$ cat src/rtl/sync_up_counter_jk_if.sv
// sync_up_counter_jk_if: control/status bundle for sync_up_counter_jk
//   EN    count enable            LOAD  parallel load strobe
//   D     parallel load value     Q     current count
//   TC    terminal count          OVF   sticky wrap flag
interface sync_up_counter_jk_if #(parameter int WIDTH = 4);
    logic             EN;
    logic             LOAD;
    logic [WIDTH-1:0] D;
    logic [WIDTH-1:0] Q;
    logic             TC;
    logic             OVF;
    modport master (output EN, LOAD, D, input Q, TC, OVF);
    modport slave (input EN, LOAD, D, output Q, TC, OVF);
endinterface

$ cat src/rtl/sync_up_counter_jk.sv
// sync_up_counter_jk: modulo-MODULUS synchronous up counter built from JK flip-flops
//   CLK  clock, rising edge      RST  synchronous active-high reset
//   bus  slave side of sync_up_counter_jk_if (EN, LOAD, D in; Q, TC, OVF out)
module sync_up_counter_jk #(
    parameter int WIDTH   = 4,
    parameter int MODULUS = 16
) (
    input logic                  CLK,
    input logic                  RST,
    sync_up_counter_jk_if.slave  bus
);
    localparam logic [WIDTH:0] LAST = (WIDTH + 1)'(MODULUS - 1);
    localparam bit POW2 = MODULUS == (1 << WIDTH);
    logic [WIDTH-1:0] q;
    logic [WIDTH-1:0] j;
    logic [WIDTH-1:0] k;
    logic [WIDTH-1:0] carry;
    logic [WIDTH-1:0] load_val;
    logic             wrap;
    logic             kill;
    logic             ovf;
    logic             ovf_next;
    always_comb begin
        wrap     = {1'b0, q} >= LAST;
        load_val = {1'b0, bus.D} <= LAST ? bus.D : '0;
        // bit i toggles when enabled and every lower bit is 1
        carry    = '0;
        for (int i = 0; i < WIDTH; i++)
            carry[i] = bus.EN && &(q | ~WIDTH'((1 << i) - 1));
        // non-power-of-two wrap (and illegal-state recovery): clear only the set bits
        kill     = bus.EN && wrap && !POW2;
        j        = RST ? '0 : bus.LOAD ? load_val  : kill ? '0 : carry;
        k        = RST ? '1 : bus.LOAD ? ~load_val : kill ? q  : carry;
        ovf_next = RST || bus.LOAD ? 1'b0 : bus.EN && wrap ? 1'b1 : ovf;
    end
    always_ff @(posedge CLK) begin
        for (int i = 0; i < WIDTH; i++)
            q[i] <= j[i] && k[i] ? ~q[i] : j[i] ? 1'b1 : k[i] ? 1'b0 : q[i];
        ovf <= ovf_next;
    end
    assign bus.Q   = q;
    assign bus.OVF = ovf;
    assign bus.TC  = bus.EN && ({1'b0, q} == LAST);
endmodule

$ cat src/flat_wrapper.sv
// flat-port wrapper written by rule: the top's interface ports become plain ports
module sync_up_counter_jk_flat 
#(
    parameter int WIDTH   = 4,
    parameter int MODULUS = 16
)
  (CLK, RST, bus_EN, bus_LOAD, bus_D, bus_Q, bus_TC, bus_OVF);
  sync_up_counter_jk_if #(.WIDTH(WIDTH)) bus_i ();
  input logic CLK;
  input logic RST;
  input wire logic [$bits(bus_i.EN)-1:0] bus_EN;
  input wire logic [$bits(bus_i.LOAD)-1:0] bus_LOAD;
  input wire logic [$bits(bus_i.D)-1:0] bus_D;
  output wire logic [$bits(bus_i.Q)-1:0] bus_Q;
  output wire logic [$bits(bus_i.TC)-1:0] bus_TC;
  output wire logic [$bits(bus_i.OVF)-1:0] bus_OVF;
  assign bus_i.EN = bus_EN;
  assign bus_i.LOAD = bus_LOAD;
  assign bus_i.D = bus_D;
  assign bus_Q = bus_i.Q;
  assign bus_TC = bus_i.TC;
  assign bus_OVF = bus_i.OVF;
  sync_up_counter_jk #(.WIDTH(WIDTH), .MODULUS(MODULUS)) u_core (.CLK(CLK), .RST(RST), .bus(bus_i));
endmodule
$ cat config.mk
export PLATFORM = sky130hd
export DESIGN_NAME = sync_up_counter_jk_flat
export DESIGN_NICKNAME = d
export VERILOG_FILES = /design/src/rtl/sync_up_counter_jk_if.sv /design/src/rtl/sync_up_counter_jk.sv /design/src/flat_wrapper.sv
export SDC_FILE = /design/constraint.sdc
export NUM_CORES = 1
export LEC_CHECK = 0
export CORE_AREA = 2 2 39 41
export DETAILED_ROUTE_END_ITERATION = 6
export DIE_AREA = 0 0 41 43
export PLACE_DENSITY = 0.47
export SLEW_MARGIN = 20
export SYNTH_ARGS = -nofsm -noshare
export SYNTH_HDL_FRONTEND = slang
export SYNTH_SLANG_ARGS = --single-unit
$ cat constraint.sdc
create_clock -name CLK -period 1.4 [get_ports CLK]
set_input_delay 0.28 -clock CLK [delete_from_list [all_inputs] [get_ports CLK]]
set_output_delay 0.28 -clock CLK [all_outputs]
set_load 0.05 [all_outputs]
==> summary.md <==
| Metric | Value |
|---|---|
| Skew final | 3.08 ps |
| CP Class | register to output pin |
| RSZ-0062 raised after global routing | true |
| TritonCTS clock tree | built |
| Required @ worst endpoint | 1120 ps |
| Syn. warnings | 0 |
| Detail Route Antenna Nets | 0 |
| Reg power frac | 35.6% |
| Synthesized area | 284 um2 |
| Comb power frac | 30.8% |
| Largest net degree at the start of global routing | 6 |
| Number of I/O port buffers | 13 |
| Ys flop type | edfxtp_1 |
| GPL Wtd Cong | 0.628 |
| Worst min-delay path class | register to register |
| Initial antenna violation count | 0 |
| Post-synth top area share | 42.3% |
| CTS Sinks | 5 |
| GRT overflow | 0 |
| Clk pwr share | 33.6% |
| Achievable frequency | 742 MHz |
| MaxCap Viol Count | 0 |
| Site Rows | 14 |
| Ant diodes | 0 |
| Total iterations of the first detailed-routing run | 3 |
| Initial Util | 20.5% |
| First-pass GRT wire length | 1.28 mm |
| Synthesized flop and latch total | 5 |
| Area grow syn2layout | 113% |
| Core area | 1380 um2 |
| WHS | 507 ps |
| Total wire length | 743 um |
| Async S/R FF share, synth | 0% |
| Endpoints failing hold | 0 |
| Design Power | 0.501 mW |
| Library cells used by synthesis | 15 |
| Tcrit/Tclk final | 96.2% |
| I/O pin count | 14 |
| Area contributors post-synth | edfxtp_1 42%, nand2_1 7.9%, dfxtp_1 7.0% |
| Slew Viols, Final | 0 |
| Peak supply drop | 538 uV |
| Post-Syn Instances | 28 |
| Outcome | completed |
| Actual slew at the worst max-slew pin | 313 ps |
| Register area share after synthesis | 49.3% |
| Latest clock arrival within the worst-skew pair | 240 ps |
| Crit-path max FO | 2 |
| Int Pwr | 0.365 mW |
| Share of layout cells above drive strength 1 | 41.1% |
| Mapped Avg Cell Area | 10.1 um2 |
| Net Sw Power | 0.137 mW |
| Synth Net Count | 36 |
| Most frequent cell after synthesis | nand2_1 |
| Power per cell area | 828 nW/um2 |
| Drt initial violations | 7 |
| Gr usage total | 11.4% |
| Die width | 41 um |
| Crit path arrival time | 1070 ps |
| Startpoint types | register |
| Switch share | 27.3% |
| Dpl cells | 66 |
| Drt wl/cell | 10.3 um |
| Die Span Y | 43 um |
| Cell Count, Final, Fillers Out | 72 |
| Post-synth top cells | 6 x nand2_1, 4 x edfxtp_1 |
| Die area | 1760 um2 |
| Worst slew margin | 78.9% |
| CTS H-tree depth | 1 |
| Endpoint class of the critical path | output pin |
| Number of remaining DRC errors | 0 |
| Area leader, netlist | edfxtp_1 |
| Number of synthesized flops with an enable pin | 4 |
| Setup violators final | 0 |
| DP Wirelength | 626 um |
| Vias in the first global route | 317 |
| Clock Tree Buf Depth | 2 |
| Clk root buf | clkbuf_4 |
| Min cycle time layout | 1350 ps |
| Pleak | 0.244 nW |
| Clock transition at the registers of the reported paths | 50 ps |
| Via density | 4.32 |
| Vias | 311 |
| Clock buffer count from CTS | 3 |
| Final #Nets | 65 |
| Post-CTS Hold Buffers | 0 |
[kinds of logic after synthesis]
family / synth area share (%)
DFF: 49.3
and+or+nand+nor: 32.6
AOI/OAI and AO/OA: 12.8
buffers and inverters: 5.28
[per-stage QoR]
| step | setup slack (ps) | TNS [ps] | instance area (um2) | util [%] |
|---|---|---|---|---|
| finish | 52.7 | 0 | 606 | 43.8 |
| global route | -29.1 | -29.1 | 606 | 43.8 |
| CTS | -4.54 | -4.54 | 606 | 43.8 |
| detailed placement | -221 | -1240 | 566 | 40.9 |
| global placement | -181 | -969 | 566 | 40.9 |
| floorplan | -206 | -256 | 292 | - |
[repair_timing]
item | 4_1_cts | 5_1_grt
setup endpoints to repair | 1 | 1
pin swaps | 2 | 2
gates resized for setup | 1 | 0
cloned | 0 | 0
setup buffers | 2 | 0
[path summary, 6_finish.rpt]
check                                                 start                          end  slack, ps  depth (start not counted)
worst max-delay path              u_core.bus.Q[0]$_DFFE_PP_                       bus_TC         50                          3
worst min register to register  u_core.bus.OVF$_SDFFE_PP0P_  u_core.bus.OVF$_SDFFE_PP0P_        510                          1
worst min-delay path            u_core.bus.OVF$_SDFFE_PP0P_  u_core.bus.OVF$_SDFFE_PP0P_        510                          1
worst max register to register    u_core.bus.Q[0]$_DFFE_PP_    u_core.bus.Q[3]$_DFFE_PP_        180                          3
[final cells by class]
class / instances / area, um2
multi-input combinational: 21 / 136
timing repair buffer: 25 / 279
sequential: 5 / 140
inverter: 1 / 3.75
tap: 16 / 20.0
clock buffer: 4 / 26.3
fill: 138 / 778
[power by group through the flow]
stage	Clock, mW	Sequential (mW)	Combinational (mW)
floorplan	0	0.215	0.0243
global placement	0	0.183	0.151
detailed placement	0	0.183	0.152
CTS	0.175	0.179	0.156
global route	0.190	0.181	0.165
finish	0.168	0.179	0.154
[state kept, by name (all words and copies together) (netlist names)]
| signal | count |
|---|---|
| u_core.bus.OVF | 1 |
| u_core.bus.Q | 4 |
[worst max-delay path: stages, from the launching register on]
cell and delay (ps):
edfxtp_1 350, nand4_1 180, nor2_4 150, buf_12 140
[cells in the final DEF, fill, tap and decap left out]
master           instances
a21oi_1                  2
buf_12                   6
buf_4                   12
clkbuf_1                 1
clkbuf_4                 3
clkdlybuf4s50_1          6
dfxtp_1                  1
dlygate4sd2_1            1
edfxtp_1                 4
inv_1                    1
nand2_1                  6
nand3_1                  1
nand3b_1                 2
nand4_1                  1
nand4bb_1                1
nor2_1                   1
nor2_4                   1
o2bb2ai_1                1
o41ai_1                  2
or3_2                    1
or3b_1                   2
[per-layer routing]
metal | part of all wire, % | global-route usage [%] | routed length, um | vias up
li1 | - | - | - | 165
met1 | 41 | 13.8 | 301 | 135
met2 | 50 | 16.3 | 374 | 11
met3 | 9.0 | 3.66 | 67 | 0
met4 | 0 | 8.00 | 0 | 0
met5 | 0 | 0 | 0 | -
No activity file was read; power rests on OpenSTA's default activity.
==> variant: new RTL, same settings <==
`WIDTH` is set to 4 in 3 places; all go to 3.
--- a/src/rtl/sync_up_counter_jk_if.sv
+++ b/src/rtl/sync_up_counter_jk_if.sv
@@ -4,3 +4,3 @@
 //   TC    terminal count          OVF   sticky wrap flag
-interface sync_up_counter_jk_if #(parameter int WIDTH = 4);
+interface sync_up_counter_jk_if #(parameter int WIDTH = 3);
     logic             EN;
--- a/src/rtl/sync_up_counter_jk.sv
+++ b/src/rtl/sync_up_counter_jk.sv
@@ -4,3 +4,3 @@
 module sync_up_counter_jk #(
-    parameter int WIDTH   = 4,
+    parameter int WIDTH   = 3,
     parameter int MODULUS = 16
--- a/src/flat_wrapper.sv
+++ b/src/flat_wrapper.sv
@@ -3,3 +3,3 @@
 #(
-    parameter int WIDTH   = 4,
+    parameter int WIDTH   = 3,
     parameter int MODULUS = 16
Interface: changed (resized bus_D and bus_Q); port bits go from 14 to 12. The function was not compared with the original's and may differ.
==> variant against the unedited design <==
- via count is 35% lower
- area after synthesis is 33% lower
- clock skew is 0.92 ps higher
- worst setup slack better by 81 ps
- sequential cell count is 2 lower
- clock power is 9% lower
- fmax is 6.4% higher
- critical path depth is 1 lower
- wire length is 29% lower
- power is 24% lower
- cell area is 39% lower
- die area stayed put
- critical path type is now in -> reg
==> variant: results <==
metrics = {
    "cells_and_area": {
        "nets": 43,
        "drive_gt1_share_pct": 28.6,
        "largest_reg_flops": 3,
        "fin_cells": 51,
    },
    "global_route": {
        "antenna_found_initial": 0,
        "grt_pass1_wl_um": 848,
        "track_usage_pct": 7.95,
    },
    "worst_setup_path": {
        "worstSetupPathType": "in -> reg",
        "crit_family": "simple AND/OR/NAND/NOR gates",
        "cp_slowest_stage_delay_ps": 500,
        "rr_worst_depth": 2,
        "worstPathArrival_ps": 1250,
        "cp_slowest_cell": "or3_2",
        "cp-endpoint": "u_core.bus.Q[0]",
        "r2r_slack_ps": 230,
    },
    "worst_hold_path": {
        "min-delay-start": "u_core.bus.Q[2]",
        "hold_path_end": "u_core.bus.Q[2]",
        "worstHoldPathCells": 1,
    },
    "routing": {
        "first_pass_iters": 1,
        "drt_iter0_markers": 0,
        "wl_per_cell_um": 10.4,
        "route.vias.total": 203,
    },
    "power_and_ir_drop": {
        "power.internal_w": 0.000269,
        "ir_drop_mv": 0.355,
        "seqPwrFrac_pct": 31.1,
        "swShare_pct": 29.3,
        "leakage_nw": 0.144,
        "p_comb_share_pct": 28.6,
    },
    "yosys": {
        "yosysUniqueCellTypes": 12,
        "synth.avg_cell_area_um2": 9.51,
        "yosys-top-cells-area": "edfxtp_1 47%, nand2_1 9.9%, buf_4 7.9%, nand4bb_1 5.9%, a21oi_1 5.3%",
        "yosysWarnings": 0,
        "synth_compound_area_share_pct": 9.87,
        "synthArstFlopShare_pct": 0,
        "synth_common_cells": "5 x nand2_1, 3 x edfxtp_1, 2 x a21oi_1, 2 x buf_4",
        "yosysSeqAreaShare_pct": 47.4,
        "synth_edf_count": 3,
    },
    "placed_design": {
        "place_inst": 47,
        "routabilityCongestion": 0.637,
        "dp_slack_ps": -100,
        "post_dp_cell_area_um2": 342,
        "hpwlAfterDp_um": 406,
    },
    "clock_network": {
        "post-cts-setup-buffer-count": 0,
    },
    "sta": {
        "clock_skew_ps": 4.00,
        "whs_ps": 645,
        "fmax_ghz": 0.790,
    },
    "outcome": {
        "status": "finished clean",
    },
}
-- variant: metal layers --
| layer | global-route usage [%] | vias up | routed length (um) |
|---|---|---|---|
| met1 | 8.74 | 91 | 240 |
| met3 | 8.38 | 0 | 80 |
| li1 | - | 100 | - |
| met2 | 9.38 | 12 | 208 |
| met4 | 4.00 | 0 | 0 |
| met5 | 0 | - | 0 |
-- variant: cell families (layout without fill, tap and decap cells) --
kind of cell / after synthesis / in the layout
other: 1 / 2
DFF: 3 / 3
and+or+nand+nor: 11 / 11
buffers and inverters: 2 / 16
AOI/OAI and AO/OA: 3 / 3
-- variant: layout make-up --
class	instances	area [um^2]
Fill cell	146	1020
Multi-Input combinational cell	16	88.8
Timing Repair Buffer	12	143
Clock buffer	4	26.3
Tap cell	16	20.0
Sequential cell	3	90.1
